[config.mk]
export PLATFORM = sky130hd
export DESIGN_NAME = chaotic_lmap_decrypt
export DESIGN_NICKNAME = d
export VERILOG_FILES = /design/src/rtl/chaotic_pkg.sv /design/src/rtl/lmap_step_pipe.sv /design/src/rtl/chaotic_lmap_decrypt.sv
export SDC_FILE = /design/constraint.sdc
export NUM_CORES = 2
export LEC_CHECK = 0
export ABC_AREA = 1
export CAP_MARGIN = 20
export CELL_PAD_IN_SITES_DETAIL_PLACEMENT = 0
export CELL_PAD_IN_SITES_GLOBAL_PLACEMENT = 2
export CORE_MARGIN = 3
export CORE_UTILIZATION = 39
export DETAILED_ROUTE_END_ITERATION = 16
export PLACE_DENSITY_LB_ADDON = 0.1
export SLEW_MARGIN = 20
export SYNTH_ARGS = -nofsm -noshare
export SYNTH_HDL_FRONTEND = slang
export SYNTH_HIERARCHICAL = 1
export SYNTH_SLANG_ARGS = --single-unit
[constraint.sdc]
create_clock -name clock -period 52.7 [get_ports clock]
set_clock_uncertainty 0.15 [all_clocks]
set_input_delay 13.175 -clock clock [delete_from_list [all_inputs] [get_ports clock]]
set_output_delay 13.175 -clock clock [all_outputs]
set_load 0.02 [all_outputs]
[src/rtl/chaotic_pkg.sv]
// chaotic_pkg: shared widths, constants and FSM states for the logistic-map cipher
package chaotic_pkg;
  localparam int X_W = 16;
  localparam int R_W = 8;
  localparam int P_W = 40;
  localparam int KEY_BYTE_MSB = 15;
  localparam logic [X_W-1:0] LMAP_ONE = 16'hFFFF;
  localparam logic [X_W-1:0] LMAP_HALF = 16'h7FFF;
  typedef enum logic [2:0] {IDLE, WARM_MUL, WARM_DIV, READY, MUL, DIV, OUT} state_t;
endpackage

[src/rtl/lmap_step_pipe.sv]
// lmap_step_pipe: two-stage logistic-map step (product, then divide/round) owning the map state x
module lmap_step_pipe
  import chaotic_pkg::*;
(
  input  logic           clock,
  input  logic           reset,
  input  logic           load,
  input  logic [X_W-1:0] load_x,
  input  logic [R_W-1:0] r,
  input  logic           in_valid,
  output logic           out_valid,
  output logic [X_W-1:0] x
);
  logic [P_W-1:0] prod;
  logic           p_valid;
  logic [X_W-1:0] x_next;
  assign x_next = X_W'(({1'b0, prod} + (P_W+1)'(LMAP_HALF)) / (P_W+1)'(LMAP_ONE));
  // out_valid marks the edge on which the stage-2 result lands in x
  assign out_valid = p_valid;
  always_ff @(posedge clock) begin
    if (reset) begin
      prod <= '0;
      p_valid <= 1'b0;
      x <= '0;
    end else if (load) begin
      p_valid <= 1'b0;
      x <= load_x;
    end else begin
      p_valid <= in_valid;
      if (in_valid) prod <= P_W'(r) * P_W'(x) * P_W'(LMAP_ONE - x);
      if (p_valid) x <= x_next;
    end
  end
endmodule

[src/rtl/chaotic_lmap_decrypt.sv]
// chaotic_lmap_decrypt: logistic-map keystream decryptor with seed load, warm-up and byte handshake
module chaotic_lmap_decrypt
  import chaotic_pkg::*;
#(
  parameter int WARMUP = 16,
  parameter int CNT_W = 16
) (
  input  logic             clock,
  input  logic             reset,
  input  logic             seed_load,
  input  logic [X_W-1:0]   seed_x,
  input  logic [R_W-1:0]   seed_r,
  output logic             seed_err,
  output logic             locked,
  input  logic             s_valid,
  output logic             s_ready,
  input  logic [7:0]       s_data,
  output logic             m_valid,
  input  logic             m_ready,
  output logic [7:0]       m_data,
  output logic [CNT_W-1:0] byte_count
);
  localparam int WC_W = WARMUP < 2 ? 1 : $clog2(WARMUP);
  state_t state, next;
  logic [WC_W-1:0] warm_cnt;
  logic [R_W-1:0] r;
  logic [7:0] ct;
  logic [X_W-1:0] x;
  logic seed_ok, step_valid, warm_last;
  assign seed_ok = seed_x != '0 && seed_x != LMAP_ONE;
  assign warm_last = int'(warm_cnt) + 1 == WARMUP;
  assign s_ready = state == READY;
  assign locked = state inside {READY, MUL, DIV, OUT};
  assign m_valid = state == OUT;
  assign m_data = m_valid ? ct ^ x[KEY_BYTE_MSB -: 8] : '0;
  lmap_step_pipe u_step (
    .clock(clock),
    .reset(reset),
    .load(seed_load && seed_ok),
    .load_x(seed_x),
    .r(r),
    .in_valid(!seed_load && (state == WARM_MUL || state == MUL)),
    .out_valid(step_valid),
    .x(x)
  );
  // a seed load overrides every state, including an in-flight byte
  always_comb begin
    next = state;
    if (seed_load) next = !seed_ok ? IDLE : WARMUP == 0 ? READY : WARM_MUL;
    else if (state == WARM_MUL) next = WARM_DIV;
    else if (state == WARM_DIV && step_valid) next = warm_last ? READY : WARM_MUL;
    else if (state == READY && s_valid) next = MUL;
    else if (state == MUL) next = DIV;
    else if (state == DIV && step_valid) next = OUT;
    else if (state == OUT && m_ready) next = READY;
  end
  always_ff @(posedge clock) begin
    if (reset) begin
      state <= IDLE;
      warm_cnt <= '0;
      r <= '0;
      ct <= '0;
      byte_count <= '0;
      seed_err <= 1'b0;
    end else begin
      state <= next;
      seed_err <= seed_load && !seed_ok;
      if (seed_load) begin
        byte_count <= '0;
        warm_cnt <= '0;
        if (seed_ok) r <= seed_r;
      end else begin
        if (state == WARM_DIV && step_valid) warm_cnt <= warm_cnt + WC_W'(1);
        if (state == READY && s_valid) ct <= s_data;
        if (state == OUT && m_ready) byte_count <= byte_count + CNT_W'(1);
      end
    end
  end
endmodule

**Word level (Yosys, flattened, before mapping)**

Cells that the tools add are included.

- Bits in registers: 97
- Latch bits: 0
- Memory bits (writable): 0
- ROM bits: 0
- Input port bits: 37
- Output and inout bits: 28
- Word-level logic and storage cells: 60
- Memories kept: 0

- $add $sub $neg: 5
- $mul: 2
- Divide/modulo/power cells: 1
- $lt $le $gt $ge: 0
- Eq/ne operators: 8
- Shift operators: 0
- Multiplexer cells: 12
- Bitwise gates (word level): 3
- Reduce and logical (&&, ||, !) cells: 20

Operators with widths:

| operator | count |
|---|---|
| $add 40x15->41 const B | 1 |
| $div 41x16->41 const B | 1 |
| $mul 24x40->40 | 1 |
| $mux 16 | 2 |
| $mul 8x16->24 | 1 |
| $mux 3 | 7 |
| $sub 16x16->17 const A | 1 |
| $add 16x1->16 const B | 1 |
| $ne 16x16->1 const B | 1 |
| $reduce_bool 16->1 | 1 |
| $eq 3x3->1 const B | 3 |
| $logic_and 1x1->1 | 8 |
| $mux 8 | 1 |
| $xor 8x8->8 | 1 |
| $reduce_bool 7->1 | 1 |
| $eq 3x2->1 const B | 2 |
| $reduce_and 2->1 | 3 |
| $add 4x1->5 const B | 1 |
| $eq 5x5->1 const B | 1 |
| $add 4x1->4 const B | 1 |
| $reduce_bool 4->1 | 1 |
| $reduce_or 2->1 | 2 |
| $eq 3x1->1 const B | 1 |
| $logic_not 1->1 | 2 |
| 5 further kinds | 6 |

**Longest topological paths before layout**

- Word-level depth: 9
- Mapped depth: 211
- Gate-level depth less buffers: 197

**Modules after synthesis**

Netlist, hierarchy kept.

Modules (own cells, without submodules):

| module | instances | cells each | area each (µm²) | seq. area each (µm²) |
|---|---|---|---|---|
| lmap_step_pipe | 1 | 5842 | 35559.1 | 1141.1 |
| chaotic_lmap_decrypt | 1 | 305 | 2079.5 | 800.8 |

**Worst setup path before layout**

No wires, ideal clock.

- Path kind: flip-flop to flip-flop
- From: reg u_step.prod[0]
- To: reg u_step.x[0]
- Library setup time: 66 ps
- Data arrival time: 19560 ps
- Data required time: 52484 ps
- Slack: 32924 ps
- Cell stages (with the launch flop): 181
- Buffers on the path: 22
- Period minus slack after synthesis: 19776 ps
- Path through: dfxtp_1 inv_2 ha_1 nand2_1 nor2_1 nand3_1 nand4_1 nand2_1 nor2_1 nand3_1 nor2_2 nand2_4 buf_8 nor2_4 nor2_2 o21bai_4 buf_6 nand2_2 [145 not listed] nand2_4 nand2_2 nand2_1 inv_1 ha_1 nand2_1 nand3b_1 nor2_2 xor2_1 nand2_1 nand2_1 nor2_1 nand2_1 nor2_1 nand2_1 nand2_1 nand2_1 a21oi_2

- Word-level cells in the longest chain between the ends: 4

RTL lines:

| element | line | source |
|---|---|---|
| from (decl) | lmap_step_pipe.sv:14 | `logic [P_W-1:0] prod;` |
| from (signal assigned) | lmap_step_pipe.sv:30 | `if (in_valid) prod <= P_W'(r) * P_W'(x) * P_W'(LMAP_ONE - x);` |
| $add 40x15->41 | lmap_step_pipe.sv:17 | `assign x_next = X_W'(({1'b0, prod} + (P_W+1)'(LMAP_HALF)) / (P_W+1)'(LMAP_ONE));` |
| $div 41x16->41 | lmap_step_pipe.sv:17 |  |
| $mux 16 | lmap_step_pipe.sv:31 | `if (p_valid) x <= x_next;` |
| $mux 16 | lmap_step_pipe.sv:25 | `end else if (load) begin` |
| to (signal assigned) | lmap_step_pipe.sv:27 | `x <= load_x;` |
| to (signal assigned) | lmap_step_pipe.sv:31 |  |
| to (decl) | lmap_step_pipe.sv:12 | `output logic [X_W-1:0] x` |

Every way passes these cells. The select of a mux whose other input is x is not followed.
A chain may end at the register's enable or synchronous reset.

**Worst setup path in the final report**

Ends and elaborated chain as after synthesis.

==> out/metrics.cfg <==
[routing]
wl_met2_mm = 55.98
vias_per_cell = 4.967
top_layer_used = met5
vias = 36560
drt_pass1_iterations = 6
met3_length_mm = 4.982
postRouteAntennaNets = 0
drc_errors = 0
wl_met1_mm = 56.33
avgRoutedWirePerCell_um = 16.39
totalWireLength_mm = 120.6
drtIter0Drc = 2247

[worst_setup_path]
crit_slowest_cell = nand2_1
worstPathRequired_ns = 52.88
crit_top_cell = nand2_1
cp_max_fo = 24
startpoint = u_step/prod[0]
worstSetupPathType = register to register
critPathLaunchType = register
worstPathArrival_ns = 26.65
timing.rr.start = u_step/prod[0]
cpPeakStageDelay_ns = 0.65
cp-end-kind = register

[global_route]
overflow = 0
grt_pass1_wl_mm = 192.5
track_usage_pct = 24.05
grt_max_degree = 52
grt_pass1_vias = 35184
antenna_found_initial = 1

[logic_synthesis]
ys_types = 68
synth_fp_nets = 6755
yosys.area.top_type = fa_1
synth_warnings = 6
netlist.area_leader.share_pct = 20.80
yosysSeqAreaShare_pct = 5.159
syn_area_um2 = 37640
synthArstFlopShare_pct = 0
synth-seq-cells = 97
synthCells = 6147
ys.flop_type = dfxtp_1
ys_top_cells_by_area = fa_1, nand2_1, inv_1, nor2_1, nand3_1
synth-edff-count = 0
syn_avg_cell_area_um2 = 6.123

[clock_network]
clk_latency_ns = 0.40
cts-root-buf = clkbuf_16
cts.clk_slew.worst_paths_ns = 0.08
cts.sinks = 97
cts_buffers = 9
clock_path_buffers = 2
postCtsSetupRepairBufs = 0
cts_max_level = 3
cts_tree = yes
cts_hold_buf = 0
cts_resized = 0

[die]
die_x_um = 316.7
rows = 113
coreArea_um2 = 95290
ios = 65
die_area_um2 = 100300
start_util_pct = 39.50
die_h_um = 316.7

[cells_and_area]
final_common_cell = nand2_1
n_antenna_cell = 0
fin_area_um2 = 39240
syn_to_final_growth_pct = 4.265
final_nets = 6699
drive_gt1_share_pct = 10.70
final_cell_mix = nand2_1, inv_1, nor2_1, nand3_1, fa_1

[placement]
dpl.hpwl_mm = 100.1
portBuffers = 64
pre_cts_ws_ns = 26.33
place_area_um2 = 38950
gp_congestion = 0.8813

[worst_hold_path]
worstHoldPathType = register to register
hold_path.startpoint = byte_count[7]

[timing]
setup_tns_ns = 0
min_period_over_period_pct = 50.23
fmax_mhz = 37.78
rsz0062_at_grt = false
finalSetupViolations = 0
worst_slew_pin_slew_ns = 1.159
drv_slew = 0
layout_min_cycle_time_ns = 26.47
slew_headroom_pct = 22.66
setup_slack_ns = 26.23
hold_viol_final = 0

[run]
max_cap_violations = 0

[outcome]
outcome = finished clean

[layer usage]
| layer | track usage [%] | vias to the layer above |
|---|---|---|
| met1 | 33.15 | 17177 |
| met4 | 6.574 | 2 |
| met3 | 2.333 | 122 |
| li1 | - | 18542 |
| met5 | 0 | - |
| met2 | 40.12 | 717 |
[cells by family (layout without fill, tap and decap cells)]
logic type / after synthesis / count (layout) / share of synthesized area (%)
simple gates: 3672 / 3672 / 45.29
flops: 97 / 97 / 5.159
fa+ha+maj: 571 / 571 / 26.78
buf+inv: 1332 / 1280 / 14.79
compound gates: 379 / 379 / 5.688
xor+xnor: 96 / 96 / 2.294
[path summary, 6_finish.rpt]
| check | to | slack (ns) | depth (start not counted) |
|---|---|---|---|
| max | u_step/x[0] | 26.23 | 173 |
| min | byte_count[7] | 0.35 | 2 |
| max reg2reg | u_step/x[0] | 26.23 | 173 |
| min reg2reg | byte_count[7] | 0.35 | 2 |
[metrics by stage]
step	cells	hold WS, ns	util, %
after CTS	7360	0.3500	41.18
after global placement	7345	0.3275	40.87
after global routing	7360	0.3797	41.18
after detailed placement	7345	0.3306	40.87
after floorplan	6147	0.3185	-
final	7360	0.3478	41.18
[flip-flops by register name, summed over array words and instances, names as in the netlist]
register	count
u_step/out_valid	1
r	8
u_step/prod	40
ct	8
warm_cnt	4
byte_count	16
state	3
u_step/x	16
seed_err	1
[critical path: cells and delay by family, from the launching register on]
| kind | cells | cell delay [ns] |
|---|---|---|
| AND/OR/NAND/NOR | 152 | 21.94 |
| buffers and inverters | 11 | 1.37 |
| AO/OA/AOI/OAI | 5 | 1.17 |
| XOR/XNOR | 3 | 0.86 |
| adder cells (fa/ha/maj) | 2 | 0.51 |
| flip-flops | 1 | 0.33 |
[layout make-up]
class,count,area (um2)
Clock buffer,9,225.2
Clock inverter,6,68.82
Fill cell,10588,56050
Inverter,1177,4478
Multi-Input combinational cell,4718,30130
Sequential cell,97,1942
Tap cell,1265,1583
Timing Repair Buffer,88,815.8
[synthesized netlist by cell type (all sizes together) (5+ instances only)]
library cell / number
xor2: 66
inv: 1153
and2: 5
nand4: 77
clkbuf: 103
o211ai: 26
buf: 52
o21bai: 7
a21boi: 8
ha: 180
a31oi: 21
fa: 391
nand3: 552
nor2: 827
o21ai: 165
clkinv: 21
a21o: 5
nor4: 6
a21oi: 139
nand2: 2119
nor3: 49
xnor2: 30
dfxtp: 97
or2: 17
nand3b: 18
Power is not shown: default switching activity piles up to over one toggle a cycle in this logic, so the estimate is an artifact.
